## src/rtl/mips_pkg.sv

```systemverilog
// Shared definitions for the 5-stage MIPS core: datapath widths, ALU op
// encodings and the decoded-control bundle carried down the pipeline.
package mips_pkg;

   localparam int unsigned DATA_W     = 32;
   localparam int unsigned REG_ADDR_W = 5;
   localparam int unsigned ALU_OP_W   = 4;
   localparam int unsigned CNT_W      = 32;

   // ALU operation encodings
   localparam logic [ALU_OP_W-1:0] ALU_AND = 4'd0;
   localparam logic [ALU_OP_W-1:0] ALU_OR  = 4'd1;
   localparam logic [ALU_OP_W-1:0] ALU_ADD = 4'd2;
   localparam logic [ALU_OP_W-1:0] ALU_SUB = 4'd6;
   localparam logic [ALU_OP_W-1:0] ALU_SLT = 4'd7;
   localparam logic [ALU_OP_W-1:0] ALU_NOR = 4'd12;

   // Decoded control bundle
   typedef struct packed {
      logic                reg_write;
      logic                mem_read;
      logic                mem_write;
      logic                mem_to_reg;
      logic                alu_src;
      logic                reg_dst;
      logic [ALU_OP_W-1:0] alu_op;
   } ctrl_t;

   localparam ctrl_t CTRL_NOP = '0;

   // Kill all control when the slot does not hold a real instruction
   function automatic ctrl_t ctrl_gate(input ctrl_t c, input logic valid);
      return valid ? c : CTRL_NOP;
   endfunction

endpackage

```

## src/rtl/load_use_detect.sv

```systemverilog
// Combinational load-use hazard detection.
// Ports:
//   ex_valid_i     EX holds a real instruction
//   ex_mem_read_i  EX instruction is a load
//   ex_wr_addr_i   EX destination register
//   id_valid_i     ID holds a real instruction
//   id_rs_i        ID source register A
//   id_rt_i        ID source register B
//   id_uses_rt_i   ID instruction reads rt as a source
//   load_use_o     ID depends on the load currently in EX
module load_use_detect
   import mips_pkg::*;
#(
   parameter int unsigned REG_ADDR_W = mips_pkg::REG_ADDR_W
) (
   input  logic                  ex_valid_i,
   input  logic                  ex_mem_read_i,
   input  logic [REG_ADDR_W-1:0] ex_wr_addr_i,
   input  logic                  id_valid_i,
   input  logic [REG_ADDR_W-1:0] id_rs_i,
   input  logic [REG_ADDR_W-1:0] id_rt_i,
   input  logic                  id_uses_rt_i,
   output logic                  load_use_o
);

   logic load_in_ex;
   logic rs_match;
   logic rt_match;

   // A load to $0 never produces a value worth waiting for
   assign load_in_ex = ex_valid_i && ex_mem_read_i && id_valid_i
                       && (ex_wr_addr_i != '0);
   assign rs_match   = (id_rs_i == ex_wr_addr_i);
   assign rt_match   = id_uses_rt_i && (id_rt_i == ex_wr_addr_i);
   assign load_use_o = load_in_ex && (rs_match || rt_match);

endmodule

```

## src/rtl/id_ex_stage.sv

```systemverilog
// ID/EX pipeline register with load-use bubble insertion, flush squash,
// downstream hold and a count of inserted load-use bubbles.
// Ports:
//   clk, rst_n             clock, synchronous active-low reset
//   id_*                   decoded instruction from ID
//   ex_flush               squash the ID instruction (branch/jump taken)
//   ex_hold                freeze this stage
//   id_ex_*                registered operands/control presented to EX
//   id_ex_wr_addr          combinational destination select
//   pc_write, if_id_write  combinational upstream enables
//   stall_count            number of load-use bubbles inserted
module id_ex_stage
   import mips_pkg::*;
#(
   parameter int unsigned DATA_W     = mips_pkg::DATA_W,
   parameter int unsigned REG_ADDR_W = mips_pkg::REG_ADDR_W,
   parameter int unsigned ALU_OP_W   = mips_pkg::ALU_OP_W,
   parameter int unsigned CNT_W      = mips_pkg::CNT_W
) (
   input  logic                  clk,
   input  logic                  rst_n,
   input  logic                  id_valid,
   input  logic [REG_ADDR_W-1:0] id_rs,
   input  logic [REG_ADDR_W-1:0] id_rt,
   input  logic [REG_ADDR_W-1:0] id_rd,
   input  logic                  id_uses_rt,
   input  logic [DATA_W-1:0]     id_reg_a_data,
   input  logic [DATA_W-1:0]     id_reg_b_data,
   input  logic [DATA_W-1:0]     id_imm,
   input  logic                  id_ctrl_reg_write,
   input  logic                  id_ctrl_mem_read,
   input  logic                  id_ctrl_mem_write,
   input  logic                  id_ctrl_mem_to_reg,
   input  logic                  id_ctrl_alu_src,
   input  logic                  id_ctrl_reg_dst,
   input  logic [ALU_OP_W-1:0]   id_ctrl_alu_op,
   input  logic                  ex_flush,
   input  logic                  ex_hold,
   output logic [REG_ADDR_W-1:0] id_ex_rs,
   output logic [REG_ADDR_W-1:0] id_ex_rt,
   output logic [REG_ADDR_W-1:0] id_ex_rd,
   output logic [DATA_W-1:0]     id_ex_reg_a_data,
   output logic [DATA_W-1:0]     id_ex_reg_b_data,
   output logic [DATA_W-1:0]     id_ex_imm,
   output logic                  id_ex_reg_write,
   output logic                  id_ex_mem_read,
   output logic                  id_ex_mem_write,
   output logic                  id_ex_mem_to_reg,
   output logic                  id_ex_alu_src,
   output logic [ALU_OP_W-1:0]   id_ex_alu_op,
   output logic [REG_ADDR_W-1:0] id_ex_wr_addr,
   output logic                  id_ex_valid,
   output logic                  pc_write,
   output logic                  if_id_write,
   output logic [CNT_W-1:0]      stall_count
);

   logic                  valid_q, valid_d;
   logic [REG_ADDR_W-1:0] rs_q, rs_d;
   logic [REG_ADDR_W-1:0] rt_q, rt_d;
   logic [REG_ADDR_W-1:0] rd_q, rd_d;
   logic [DATA_W-1:0]     a_q, a_d;
   logic [DATA_W-1:0]     b_q, b_d;
   logic [DATA_W-1:0]     imm_q, imm_d;
   ctrl_t                 ctrl_q, ctrl_d;
   logic [CNT_W-1:0]      cnt_q, cnt_d;

   ctrl_t                 id_ctrl;
   logic [REG_ADDR_W-1:0] wr_addr;
   logic                  load_use;
   logic                  stall;

   assign id_ctrl = '{reg_write:  id_ctrl_reg_write,
                      mem_read:   id_ctrl_mem_read,
                      mem_write:  id_ctrl_mem_write,
                      mem_to_reg: id_ctrl_mem_to_reg,
                      alu_src:    id_ctrl_alu_src,
                      reg_dst:    id_ctrl_reg_dst,
                      alu_op:     id_ctrl_alu_op};

   assign wr_addr = ctrl_q.reg_dst ? rd_q : rt_q;

   load_use_detect #(
      .REG_ADDR_W (REG_ADDR_W)
   ) u_load_use_detect (
      .ex_valid_i    (valid_q),
      .ex_mem_read_i (ctrl_q.mem_read),
      .ex_wr_addr_i  (wr_addr),
      .id_valid_i    (id_valid),
      .id_rs_i       (id_rs),
      .id_rt_i       (id_rt),
      .id_uses_rt_i  (id_uses_rt),
      .load_use_o    (load_use)
   );

   // A flush or hold overrides the stall, so neither freezes the front end
   // on behalf of a load-use hazard
   assign stall       = load_use && !ex_flush && !ex_hold;
   assign pc_write    = !stall && !ex_hold;
   assign if_id_write = pc_write;

   // Next-state: flush > hold > stall > capture
   always_comb begin
      valid_d = valid_q;
      rs_d    = rs_q;
      rt_d    = rt_q;
      rd_d    = rd_q;
      a_d     = a_q;
      b_d     = b_q;
      imm_d   = imm_q;
      ctrl_d  = ctrl_q;
      cnt_d   = cnt_q;
      if (ex_flush && !ex_hold) begin
         valid_d = 1'b0;
         rs_d    = '0;
         rt_d    = '0;
         rd_d    = '0;
         a_d     = '0;
         b_d     = '0;
         imm_d   = '0;
         ctrl_d  = CTRL_NOP;
      end else if (ex_hold) begin
         valid_d = valid_q;
      end else if (stall) begin
         valid_d = 1'b0;
         rs_d    = '0;
         rt_d    = '0;
         rd_d    = '0;
         a_d     = '0;
         b_d     = '0;
         imm_d   = '0;
         ctrl_d  = CTRL_NOP;
         cnt_d   = cnt_q + CNT_W'(1);
      end else begin
         valid_d = id_valid;
         rs_d    = id_rs;
         rt_d    = id_rt;
         rd_d    = id_rd;
         a_d     = id_reg_a_data;
         b_d     = id_reg_b_data;
         imm_d   = id_imm;
         ctrl_d  = ctrl_gate(id_ctrl, id_valid);
      end
   end

   // Stage register
   always_ff @(posedge clk) begin
      if (!rst_n) begin
         valid_q <= 1'b0;
         rs_q    <= '0;
         rt_q    <= '0;
         rd_q    <= '0;
         a_q     <= '0;
         b_q     <= '0;
         imm_q   <= '0;
         ctrl_q  <= CTRL_NOP;
         cnt_q   <= '0;
      end else begin
         valid_q <= valid_d;
         rs_q    <= rs_d;
         rt_q    <= rt_d;
         rd_q    <= rd_d;
         a_q     <= a_d;
         b_q     <= b_d;
         imm_q   <= imm_d;
         ctrl_q  <= ctrl_d;
         cnt_q   <= cnt_d;
      end
   end

   assign id_ex_rs         = rs_q;
   assign id_ex_rt         = rt_q;
   assign id_ex_rd         = rd_q;
   assign id_ex_reg_a_data = a_q;
   assign id_ex_reg_b_data = b_q;
   assign id_ex_imm        = imm_q;
   assign id_ex_reg_write  = ctrl_q.reg_write;
   assign id_ex_mem_read   = ctrl_q.mem_read;
   assign id_ex_mem_write  = ctrl_q.mem_write;
   assign id_ex_mem_to_reg = ctrl_q.mem_to_reg;
   assign id_ex_alu_src    = ctrl_q.alu_src;
   assign id_ex_alu_op     = ctrl_q.alu_op;
   assign id_ex_wr_addr    = wr_addr;
   assign id_ex_valid      = valid_q;
   assign stall_count      = cnt_q;

endmodule

```

## config.mk

```make
export PLATFORM = sky130hd
export DESIGN_NAME = id_ex_stage
export DESIGN_NICKNAME = d
export VERILOG_FILES = /design/src/rtl/mips_pkg.sv /design/src/rtl/load_use_detect.sv /design/src/rtl/id_ex_stage.sv
export SDC_FILE = /design/constraint.sdc
export NUM_CORES = 1
export LEC_CHECK = 0
export CAP_MARGIN = 20
export CORE_UTILIZATION = 43
export CTS_CLUSTER_DIAMETER = 30
export DETAILED_ROUTE_END_ITERATION = 8
export PLACE_DENSITY = 0.86
export SYNTH_ARGS = -nofsm -noshare
export SYNTH_HDL_FRONTEND = slang
export SYNTH_SLANG_ARGS = --single-unit
export TNS_END_PERCENT = 100
```

## constraint.sdc

```tcl
create_clock -name clk -period 6.2 [get_ports clk]
set_input_delay 1.24 -clock clk [delete_from_list [all_inputs] [get_ports clk]]
set_output_delay 1.24 -clock clk [all_outputs]
set_load 0.02 [all_outputs]
```

==> impl_metrics.toml <==
[clock_tree]
cts_tree = "built"
clkTransAtPathRegs_ns = 0.06
cts_hold_buf = 0
cts_resized = 0
numCtsBuffers = 17
ctsHtreeMaxLevel = 4
clock_latency_ns = 0.42
clock-root-buffer = "clkbuf_16"
cts_num_sinks = 154
cts.path.max_buffers = 2
postCtsSetupBuffers = 0

[timing]
fin_crit_sh_pct = 76.2
setup_viol = 0
hold_slack_ns = 0.473
setup_tns_ns = 0
skew_ns = 0.00861
max_slew_margin_pct = 34.6
final_hold_viol_count = 0
worst_pin_slew_ns = 0.979
rsz0062_at_grt = "false"
slew_viol_final = 0
post-route-min-period_ns = 4.72
max_freq_ghz = 0.212

[cells_and_area]
final_util_pct = 72.4
nets = 897
synthToLayoutAreaGrowth_pct = 62.8
drive_gt1_share_pct = 5.50
antenna_cells = 0
fillers = 888
instances_no_fill = 954

[yosys]
ys_ff_latch = 154
synth_edf_count = 0
yosysMostFrequentCell = "dfxtp_1"
yosysWarnings = 0
synth_cells = 509
yosysTopAreaCellShare_pct = 54.5
yosysTopAreaCell = "dfxtp_1"
syn_area_per_cell_um2 = 11.1
ys_seq_area_share_pct = 54.5
ys_async_sr_fraction_pct = 0
netlist_top_cells_count = "154 x dfxtp_1, 113 x a22o_1, 31 x clkbuf_1"
synth_nets = 637
ys_types = 39
synth_flop_cell = "dfxtp_1"
synthTopCellsByArea = "dfxtp_1 55%, a22o_1 17%, o31ai_1 3.6%, or4_1 3.5%, a21oi_1 2.6%"
synth_area_um2 = 5660

[route]
ant_nets = 0
viasPerCell = 5.68
drc = 0
avgRoutedWirePerCell_um = 19.7
wl_mm = 18.8
route.vias.total = 5415
dr.pass1.iters = 5
drt_first_iter_violations = 367

[floorplan]
die_y_um = 117
die_x_um = 117
io_pins = 287
row_count = 41
start_util_pct = 44.5
core_um2 = 12700
die_area_um2 = 13600

[power_and_ir_drop]
p_total_w = 0.00246
powerDensity_nw_per_um2 = 268
ir_worst_vdd_mv = 0.183
leakage_nw = 3.36

[status]
status = "complete, no violations"

[place]
dpl.cell_count = 921
buffer_ports.inserted = 286
dp_hpwl_mm = 13.1
place_congestion = 0.818

[worst_setup_path]
regToRegSetupSlack_ns = 2.99
worstSetupStartpoint = "id_rt[4]"
worstPathRequired_ns = 4.96
startpoint_type = "primary input"
r2r_start = "ctrl_q[4]"
path_max_fanout = 4
cp.arrival_ns = 3.48
critPathKind = "primary input to output pin"
ff2ff_path_depth = 8
endpoint_kind = "output pin"
r2r_end = "id_ex_reg_write"
crit_end = "pc_write"

[global_route]
grt_pass1_vias = 5291
gr-total-overflow = 0
grt_pass1_wl_mm = 27.4
grt.total_usage_pct = 26.5
grt_max_degree = 123
antenna_found_initial = 0

[job]
maxCapViolations = 0

[min_path]
holdCritPathClass = "flop to flop"
min_path_cells = 1
-- through the flow --
stage               setup slack (ns)  area (µm²)
floorplan                       2.50        5660
global placement                1.62        8520
detailed placement              1.62        8520
CTS                             1.50        9180
global route                    1.38        9210
finish                          1.48        9210
-- power by group --
group          internal [W]  switching [W]  leakage [nW]  total [W]
Sequential          0.00102      0.0000197          1.25    0.00104
Combinational      0.000151       0.000121          1.79   0.000272
Clock              0.000746       0.000407         0.315    0.00115
-- worst max-delay path, stage by stage --
cell and delay (ns):
clkdlybuf4s50_1 0.48, xnor2_1 0.45, nor4_4 0.10, a22o_1 0.29, a21oi_1 0.24, clkdlybuf4s50_1 0.68
-- final cells by class --
class,count,area (µm²),share of cell area (%)
sequential,154,3080,33.5
tap,172,215,2.34
inverter,7,26.3,0.285
clock inverter,11,191,2.08
clock buffer,21,470,5.11
timing repair buffer,291,2920,31.7
multi-input combinational,298,2300,25.0
-- routing by layer --
metal / part of all wire [%] / up-vias / track usage [%]
li1: - / 2504 / -
met1: 38 / 2600 / 29.4
met2: 51 / 259 / 45.6
met3: 7.7 / 52 / 8.98
met4: 3.3 / 0 / 12.2
met5: 0 / - / 0
-- worst min path at each step --
stage                           from               end  slack [ns]
floorplan            id_ex_alu_op[0]   id_ex_alu_op[0]        0.44
global placement    id_ex_mem_to_reg  id_ex_mem_to_reg        0.45
detailed placement   id_ex_alu_op[0]   id_ex_alu_op[0]        0.46
CTS                    id_ex_alu_src     id_ex_alu_src        0.47
global route             id_ex_rs[2]       id_ex_rs[2]        0.49
finish                 id_ex_alu_src     id_ex_alu_src        0.47
-- placed cells by master (no fill, tap or decap), types with 7 or more instances in the layout --
| master | Yosys | routed |
|---|---|---|
| clkdlybuf4s50_1 | 0 | 286 |
| dfxtp_1 | 154 | 154 |
| a22o_1 | 113 | 113 |
| a21oi_1 | 29 | 29 |
| o31ai_1 | 27 | 27 |
| or4_1 | 26 | 26 |
| clkbuf_16 | 0 | 17 |
| nand2_1 | 14 | 14 |
| nand3_1 | 11 | 11 |
| a32o_1 | 10 | 10 |
| xnor2_1 | 9 | 9 |
| and3_1 | 8 | 8 |
| inv_1 | 7 | 7 |
| and2_1 | 8 | 7 |
-- kinds of logic after synthesis --
logic type	after synthesis	synth area share [%]
buffers and inverters	57	4.87
adder cells (fa/ha/maj)	1	0.221
XOR/XNOR	10	1.55
AO/OA/AOI/OAI	188	27.0
AND/OR/NAND/NOR	92	10.5
multiplexers	7	1.37
flip-flops	154	54.5
No activity file was read; power rests on OpenSTA's default activity.
==> patch (config.mk and constraints unchanged) <==
Put one more register stage on the output `stall_count`, cleared by the reset. The value now appears one clock later. The other outputs are not delayed to match.
--- a/src/rtl/id_ex_stage.sv
+++ b/src/rtl/id_ex_stage.sv
@@ -182,7 +182,13 @@
    assign id_ex_alu_op     = ctrl_q.alu_op;
    assign id_ex_wr_addr    = wr_addr;
    assign id_ex_valid      = valid_q;
-   assign stall_count      = cnt_q;
+   always_ff @(posedge clk) begin
+      if (!rst_n) begin
+         stall_count <= '0;
+      end else begin
+         stall_count <= cnt_q;
+      end
+   end
 
 endmodule
 
Function: changed (a bounded check fails within 4 cycles, from zero or initial values and one cycle with rst_n low).
==> patch against the unedited design <==
  * Clock skew barely moved
  * Power rose by 8.2%
  * Design area rose by 8.1%
  * Area after synthesis grew 14%
  * Worst setup slack worse by 0.00060 ns
  * Sequential cell count is 32 higher
  * Routed wire length grew 2.3%
  * Critical endpoint is now if_id_write
==> patch: results (changes against the unedited design) <==
[grt]
antenna_found_initial=1  ; +1
grt_pass1_wl_microns=30000  ; +9.5%
grt_max_degree=94  ; -24%
track_usage=0.248  ; -0.0164
overflow=0  ; unchanged
grt_pass1_vias=5418  ; +2.4%

[placed_design]
io_buffer_count=286  ; unchanged
place_congestion=0.799  ; -2.3%
place_hpwl_microns=13400  ; +1.9%
placed_area_sq_um=9330  ; +9.5%

[hold_path]
hp-start=id_ex_alu_op[2]$_SDFFE_PP0N_
min_path_type=reg2reg
whs_path_depth=1  ; unchanged
whs_endpoint=id_ex_alu_op[2]$_SDFFE_PP0N_

[logic_synthesis]
yosys-top-cells-area=dfxtp_1 (58%), a22o_1 (15%), and2_1 (3.0%)
yosys-top-cells-count=dfxtp_1 (186), a22o_1 (113), and2_1 (31)
synth_cells=581  ; +14%
ys_types=38  ; -2.6%
yosysWarningCount=0  ; unchanged
synthArstFlopShare=0  ; unchanged
synth_fp_nets=709  ; +11%
seq_area_frac_synth=0.578  ; +0.0329

[timing]
fin_skew_ns=0.00828  ; -0.000321 ns
fin_ws_ns=1.48  ; -0.000600 ns
hold_slack_ns=0.466  ; -0.00746 ns
max_slew_margin=0.279  ; -0.0673

[route]
first_pass_iters=5  ; unchanged
route.met2.wl_microns=9440  ; -1.5%
dr_wl_met3_microns=1500  ; +3.6%
routed_wl_microns=19200  ; +2.3%
drt-vias-per-instance=5.31  ; -6.5%
drt-initial-drc-count=419  ; +14%
routed.top_layer=met4
met1_length_microns=7670  ; +7.3%

[clock_network]
cts.path.max_buffers=2  ; unchanged
postCtsSetupBuffers=0  ; unchanged
htreeDepth=4  ; unchanged
path_clk_slew_ns=0.07
clk_latency_ns=0.44  ; +0.02 ns
numCtsBuffers=17  ; unchanged
cts_root_buffer=clkbuf_16
cts_resized=0  ; unchanged

[setup_path]
worstReg2RegEnd=id_ex_mem_to_reg$_SDFFE_PP0N_
r2r_slack_ns=2.84  ; -0.15 ns
worst-path-max-fanout=20  ; +16
crit_arrival_ns=3.48  ; about the same
reg2regPathDepth=7  ; -1
r2r_start=ctrl_q[4]$_SDFFE_PP0N_

[final_layout]
drive_above_1_share=0.0607  ; +0.00569
nNetsFinal=972  ; +8.4%
fin_cells=1042  ; +9.2%

[power]
leakage_uw=0.00365  ; +8.6%
ir_drop_uv=178  ; -2.9%

[run_status]
status=completed

-- patch: layer usage --
layer,vias to the layer above,GRT usage
met2,217,0.410
met3,43,0.0911
met5,-,0
met1,2600,0.282
met4,0,0.119
li1,2673,-
-- patch: power by group --
part / leakage [uW] / total, uW / switching, uW / internal [uW]
Combinational: 0.00184 / 274 / 120 / 154
Sequential: 0.00151 / 1240 / 19.5 / 1220
Clock: 0.000300 / 1150 / 477 / 671
-- patch: worst max path at each step --
| stage | start | cells past startpoint | endpoint |
|---|---|---|---|
| 6_report | id_valid | 6 | if_id_write |
| 3_5_place_dp | id_valid | 6 | if_id_write |
| 5_1_grt | id_valid | 6 | if_id_write |
| 3_3_place_gp | id_valid | 6 | pc_write |
| 4_1_cts | id_valid | 6 | if_id_write |
| 2_1_floorplan | id_valid | 6 | pc_write |
-- patch: kinds of logic after synthesis --
logic type      synth area share
flops                      0.578
compound gates             0.219
simple gates               0.118
buf+inv                   0.0485
mux                       0.0210
xor+xnor                  0.0136
fa+ha+maj                0.00194
-- patch: critical path, stage by stage --
cell and delay [ns]:
clkdlybuf4s50_1 0.69, nor2b_1 0.28, o2111a_1 0.15, buf_4 0.20
a21oi_1 0.25, clkdlybuf4s50_1 0.66
-- patch: final cells by class --
type | instances | area, sq um
well taps | 184 | 230
fillers | 1065 | 4630
multi-input cells | 335 | 2410
flip-flops and latches | 186 | 3720
inverters | 10 | 37.5
clock buffers | 20 | 467
clock inverters | 12 | 161
repair buffers | 294 | 2920
diodes | 1 | 2.50
